$ cat src/rtl/i2c_frame_tx.sv
// i2c_frame_tx: serial frame transmitter for the 11-bit I2C-style link.
//
// Each accepted word goes out as a start bit (0), DATA_BITS data bits
// MSB first, and a stop bit (1). The line idles high. A one-word holding
// register lets the next word queue up during a frame, so frames can go
// out back to back with no idle gap.
//
// Handshake: a word is accepted on a rising edge where TX_VALID and
// TX_READY are both high. TX_READY is high exactly when the holding
// register is empty. TX_DATA is sampled only on an accept edge.
// TX_VALID may stay high; each accept consumes one word.
//
// Ports:
//   SYNCED_CLK   in   sole clock, rising edge
//   RST          in   synchronous active-high reset
//   TX_DATA      in   [DATA_BITS-1:0] word to send
//   TX_VALID     in   TX_DATA is valid
//   TX_READY     out  holding register empty
//   TX_LINE      out  registered serial line, idle 1
//   BUSY         out  a frame is on the line (start through stop)
//   FRAME_DONE   out  one-cycle pulse after a stop bit completes
//   debug_state  out  current FSM state (IDLE=0, START=1, DATA=2, STOP=3)
module i2c_frame_tx #(
    parameter int CLKS_PER_BIT = 1,
    parameter int DATA_BITS    = 9
) (
    input  logic                 SYNCED_CLK,
    input  logic                 RST,
    input  logic [DATA_BITS-1:0] TX_DATA,
    input  logic                 TX_VALID,
    output logic                 TX_READY,
    output logic                 TX_LINE,
    output logic                 BUSY,
    output logic                 FRAME_DONE,
    output logic [1:0]           debug_state
);

    typedef enum logic [1:0] {
        IDLE  = 2'd0,
        START = 2'd1,
        DATA  = 2'd2,
        STOP  = 2'd3
    } state_t;

    localparam int DIV_W = (CLKS_PER_BIT > 1) ? $clog2(CLKS_PER_BIT) : 1;
    localparam int IDX_W = (DATA_BITS > 1) ? $clog2(DATA_BITS) : 1;
    localparam logic [DIV_W-1:0] DIV_LAST = DIV_W'(CLKS_PER_BIT - 1);
    localparam logic [IDX_W-1:0] IDX_TOP  = IDX_W'(DATA_BITS - 1);

    state_t               state_q, state_d;
    logic [DIV_W-1:0]     div_q, div_d;
    logic [IDX_W-1:0]     idx_q, idx_d;
    logic [DATA_BITS-1:0] shift_q, shift_d;
    logic [DATA_BITS-1:0] hold_q;
    logic                 hold_full_q;
    logic                 line_q, line_d;
    logic                 done_q, done_d;

    logic                 bit_end;
    logic                 accept;
    logic                 load;
    logic                 frame_end;

    // The divider sits at 0 in IDLE, so every bit period starts from 0.
    assign bit_end = (div_q == DIV_LAST);
    // An accept can never coincide with a load: load needs a full
    // holding register, accept needs an empty one.
    assign accept  = TX_VALID && !hold_full_q;

    // State register plus datapath registers.
    always_ff @(posedge SYNCED_CLK) begin
        if (RST) begin
            state_q     <= IDLE;
            div_q       <= '0;
            idx_q       <= '0;
            shift_q     <= '0;
            hold_q      <= '0;
            hold_full_q <= 1'b0;
            line_q      <= 1'b1;
            done_q      <= 1'b0;
        end else begin
            state_q <= state_d;
            div_q   <= div_d;
            idx_q   <= idx_d;
            shift_q <= shift_d;
            line_q  <= line_d;
            done_q  <= done_d;
            if (accept) begin
                hold_q      <= TX_DATA;
                hold_full_q <= 1'b1;
            end else if (load) begin
                hold_full_q <= 1'b0;
            end
        end
    end

    // Next-state logic.
    always_comb begin
        state_d   = state_q;
        div_d     = div_q;
        idx_d     = idx_q;
        shift_d   = shift_q;
        load      = 1'b0;
        frame_end = 1'b0;
        unique case (state_q)
            IDLE: begin
                div_d = '0;
                if (hold_full_q) begin
                    load    = 1'b1;
                    state_d = START;
                end
            end
            START: begin
                if (bit_end) begin
                    state_d = DATA;
                    idx_d   = IDX_TOP;
                end
            end
            DATA: begin
                if (bit_end) begin
                    if (idx_q == '0) begin
                        state_d = STOP;
                    end else begin
                        idx_d = idx_q - 1'b1;
                    end
                end
            end
            STOP: begin
                if (bit_end) begin
                    frame_end = 1'b1;
                    // A queued word starts immediately, no idle cycle.
                    if (hold_full_q) begin
                        load    = 1'b1;
                        state_d = START;
                    end else begin
                        state_d = IDLE;
                    end
                end
            end
            default: state_d = IDLE;
        endcase
        if (state_q != IDLE) begin
            div_d = bit_end ? '0 : div_q + 1'b1;
        end
        if (load) begin
            shift_d = hold_q;
        end
    end

    // Output logic: the line is registered, so its next value is derived
    // from the next state so that it changes on the same edge as the FSM.
    always_comb begin
        line_d = 1'b1;
        done_d = frame_end;
        unique case (state_d)
            IDLE:    line_d = 1'b1;
            START:   line_d = 1'b0;
            DATA:    line_d = shift_d[idx_d];
            STOP:    line_d = 1'b1;
            default: line_d = 1'b1;
        endcase
    end

    assign TX_READY    = !hold_full_q;
    assign TX_LINE     = line_q;
    assign BUSY        = (state_q != IDLE);
    assign FRAME_DONE  = done_q;
    assign debug_state = state_q;

endmodule
$ cat config.mk
export PLATFORM = sky130hd
export DESIGN_NAME = i2c_frame_tx
export DESIGN_NICKNAME = d
export VERILOG_FILES = /design/src/rtl/i2c_frame_tx.sv
export SDC_FILE = /design/constraint.sdc
export NUM_CORES = 1
export LEC_CHECK = 0
export BUFFER_PORTS_ARGS = -buffer_cell sky130_fd_sc_hd__buf_2
export CORE_ASPECT_RATIO = 1.75
export CORE_MARGIN = 2
export CORE_UTILIZATION = 54
export DETAILED_ROUTE_END_ITERATION = 6
export GPL_ROUTABILITY_DRIVEN = 0
export PLACE_DENSITY = 0.71
export SYNTH_ARGS = -nofsm -noshare
export SYNTH_HDL_FRONTEND = slang
export SYNTH_SLANG_ARGS = --single-unit
$ cat constraint.sdc
create_clock -name SYNCED_CLK -period 3.6 [get_ports SYNCED_CLK]
set_clock_uncertainty 0.1 [all_clocks]
set_input_delay 0.54 -clock SYNCED_CLK [delete_from_list [all_inputs] [get_ports SYNCED_CLK]]
set_output_delay 0.54 -clock SYNCED_CLK [all_outputs]
set_load 0.05 [all_outputs]
* Word-level counts from Yosys, hierarchy flattened
Index checks and enable logic that the tools add are counted.
Operators by class: $add $sub $neg 2, $lt $le $gt $ge 1, equal/unequal tests 6, muxes and demuxes 24, bitwise operators 1, reduce and logical (&&, ||, !) cells 10
Operator list (count):
- $mux 4 | 3
- $mux 1 | 10
- $mux 2 | 5
- $mux 9 | 1
- $eq 2x2->1 const B | 4
- $pmux 2 s4 | 1
- $pmux 4 s2 | 1
- $reduce_bool 2->1 | 3
- $lt 4x5->1 const B | 1
- $bmux 1 s4 | 1
- $eq 2x1->1 const B | 2
- $logic_not 2->1 | 2
- $logic_not 4->1 | 1
- $reduce_or 2->1 | 2
- $sub 4x1->4 const B | 1
- $pmux 1 s3 | 1
- $pmux 1 s2 | 1
- $add 1x1->1 const B | 1
- $logic_and 1x1->1 | 1
- $logic_not 1->1 | 1
- $not 1->1 | 1
Word-level totals: bits in registers 28, output and inout bits 6, logic and storage cells 52

* Longest topological paths before layout
depth after elaboration 7, mapped depth 12

* Worst setup path after synthesis
No wires, ideal clock.
path kind register to register, start register state_q[0], in the netlist debug_state[0], end register line_q, in the netlist TX_LINE, data arrival time 2.578 ns, required time 3.376 ns, path slack 0.798 ns, cell stages (with the launch flop) 13, period minus slack after synthesis 2.802 ns, cell sequence dfxtp_1 -> inv_1 -> ha_1 -> buf_4 -> inv_1 -> nor2_1 -> a31oi_1 -> inv_1 -> ha_1 -> nor2_1 -> o31ai_2 -> o41ai_1 -> nor2_1
Between the ends: elaborated cells on any way between the ends 21, classes of those cells eq/ne (6); mux (12); reduce/logical (3)
RTL lines:
- from (decl) | line 50 | state_t state_q, state_d;
- from (signal assigned) | line 82 | state_q <= state_d;
- $eq 2x2->1, or another cell as far along | line 105 | unique case (state_q)
- $pmux 2 s4 (*) | line 105
- net state_d[1] | line 50
- $eq 2x2->1 or $logic_not 2->1 (tied branches) | line 155 | unique case (state_d)
- $reduce_or 2->1 (no line)
- $pmux 1 s3 (*) | line 155
- to (signal assigned) | line 86 | line_q <= line_d;
- to (decl) | line 56 | logic line_q, line_d;
The timed path passes the listed nets; every way through them passes the cells marked *. The select of a mux whose other input is x is not followed. A chain may end at the register's enable or synchronous reset.

* Final worst setup path
Ends and elaborated chain as after synthesis.

==> key figures <==
Layout
  – Nets: 213
  – Area delta synth->final: 8.05%
  – Fill count: 260
  – Final instance area: 1580 µm²
  – Share of cells above drive strength 1: 0.161
  – Final Core Density: 0.601
  – Number of diodes: 0
  – Most frequent cells in the layout: dfxtp_1, nand2_1, nor2_1

Route
  – Post-DR wirelength/cell: 14.3 µm
  – Total Wirelength: 3.13 mm
  – DR vias/cell: 5.91
  – Vias: 1295
  – Final ANT Viol Nets: 0
  – DR iter-0 viols: 34
  – Pre-antenna DRT Iters: 4
  – DRC errors left: 0

Power
  – P_leak: between 0.6 and 0.7 nW
  – Power per cell area: approximately 420 nW/µm²
  – Total Power: between 600 and 700 µW
  – Worst VDD drop: 0.362 mV

Timing
  – Final setup viols: 0
  – Final Hold Fails: 0
  – Unrepaired setup endpoints after global routing: false
  – Minimum clock period: 2.73 ns
  – Setup TNS: 0 ns
  – Top achievable clock speed: between 0.3 and 0.4 GHz
  – Worst slew margin: 0.607
  – Tcrit/Tclk final: 0.759
  – Slew Limit Fails: 0
  – Least-Margin Pin Slew: around 0.59 ns

Die
  – Die W: 43.3 µm
  – Die H: 72.8 µm
  – Die area: 3150 µm²
  – Io pins: 18
  – Core area: 2630 µm²
  – Num rows: 25
  – Starting Density: 0.556

CTS
  – CTS Hold Bufs: 0
  – Latest clock arrival within the worst-skew pair: between 0.2 and 0.3 ns
  – Number of buffers created by CTS: 3
  – CTS Buffer Depth: 2
  – CTS tree: done
  – Worst-path clk slew: 0.09 ns
  – Root buf cell: clkbuf_8
  – H-Tree Depth: 1
  – Post-cts resize count: 0
  – # clock sinks: 27
  – Setup bufs post-CTS: 0

Yosys
  – Count of unique library cells instantiated by Yosys: 45
  – Synthesized instance count: 179
  – Share of the synthesized area in the top cell type: 0.370
  – Mapped cell area: 1460 µm²
  – Flops & latches, synth: 27
  – Average size of a mapped cell: 8.16 µm²
  – Asr flop ratio synth: 0
  – Post-synthesis sequential area ratio: 0.370
  – Syn_nets: 199
  – Top post-synthesis cells by area: dfxtp_1, nand2_1, ha_1
  – Synth warn: 0
  – Synth Flop Type: dfxtp_1
  – Post-synth EDFFs: 0
  – Synth area leader: dfxtp_1

Hold path
  – Hold_sp: hold_q[4]
  – Min-delay worst type: reg2reg

Placement
  – Placed Area: around 1500 µm²
  – Post-DP HPWL: 2.38 mm
  – Port Buf Inserts: 17

Worst setup path
  – Slowest stage delay, CP: 0.44 ns
  – Crit path max-delay family: compound AO/OA/AOI/OAI gates
  – CP Class: reg2reg
  – Critical path fanouts, max: 10
  – Slowest CP cell: ha_1
  – Critical path launch point: debug_state[0]
  – Worst Path Buf+Inv: 3
  – Start of the worst register-to-register path: debug_state[0]
  – Startpoint types: flop
  – WP data arrival: 2.79 ns
  – Critical Path, Cell by Cell: inv_1 > ha_1 > inv_1 > nor2_1 > a31oi_1 > inv_1 > ha_1 > nor2_1 > o31ai_2 > o41ai_1 > nor2_1
  – Critical path endpoint category: flop
  – CP required: 3.66 ns

GRT
  – Grt ovf: 0
  – First-pass GRT wire length: 5.48 mm
  – Largest net degree at the start of global routing: 29
  – Antenna violations before repair: 0
  – Gr usage total: 0.222
  – Vias in the first global route: 1290

Outcome
  – Status: complete, no violations

Flow run
  – MaxCap Viol Count: 0
## stage by stage
| stage | hold slack (ns) | instances | setup WS [ns] |
|---|---|---|---|
| CTS | 0.361 | 219 | 0.883 |
| finish | 0.359 | 219 | 0.866 |
| global placement | 0.345 | 215 | 1.07 |
| detailed placement | 0.349 | 215 | 0.901 |
| floorplan | 0.329 | 179 | 0.798 |
| global route | 0.391 | 219 | 0.633 |
## Yosys cell counts, types with 2 or more instances
cell type  instances
a21boi_0           8
a21oi_1           15
a31oi_1            2
and3_1             7
buf_4              2
clkbuf_1           4
dfxtp_1           27
ha_1               8
inv_1              9
nand2_1           27
nand4_1            6
nor2_1            22
nor2b_1            3
o211ai_1           2
o211ai_2           2
o21a_1             2
o21ai_0            2
o22ai_1            4
## final timing paths
path | end | slack [ns] | cells after the start
hold / removal | hold_q[4] | 0.36 | 2
hold reg to reg | hold_q[4] | 0.36 | 2
setup reg to reg | TX_LINE | 0.87 | 11
setup / recovery | TX_LINE | 0.87 | 11
## final cells by class
type | instances | area (µm²) | area share
timing repair buffer | 17 | 85.1 | 0.0539
clock buffer | 4 | 45.0 | 0.0285
multi-input combinational | 135 | 841 | 0.532
tap | 27 | 33.8 | 0.0214
sequential | 27 | 541 | 0.342
inverter | 9 | 33.8 | 0.0214
## state kept, by name, indices dropped and copies added, names as in the netlist
name and count:
hold_q 9, shift_q 9, idx_q 4, debug_state 2, FRAME_DONE 1, TX_LINE 1, hold_full_q 1
## cells by family after synthesis
kind of cell | synth area share
compound gates | 0.222
fa+ha+maj | 0.0685
mux | 0.0146
buf+inv | 0.0548
flops | 0.370
simple gates | 0.271
## routing by layer
layer  up-vias  GRT usage  part of all wire
li1        651          -                 -
met1       610      0.252              0.41
met2        25      0.415              0.54
met3         9     0.0149             0.019
met4         0     0.0909             0.029
met5         -          0                 0
## power breakdown
part | switching [mW] | internal [mW] | leakage [nW]
sequential | 0.0119 | 0.317 | 0.220
clock | 0.0898 | 0.0793 | 0.0228
combinational | 0.112 | 0.0495 | 0.427
total | 0.213 | 0.445 | 0.670
## worst min-delay path, stage by stage (launching register included)
cell	delay (ns)
dfxtp_1	0.32
nand2_1	0.05
a21oi_1	0.05
Note: power is estimated with default switching activity, not from simulation.
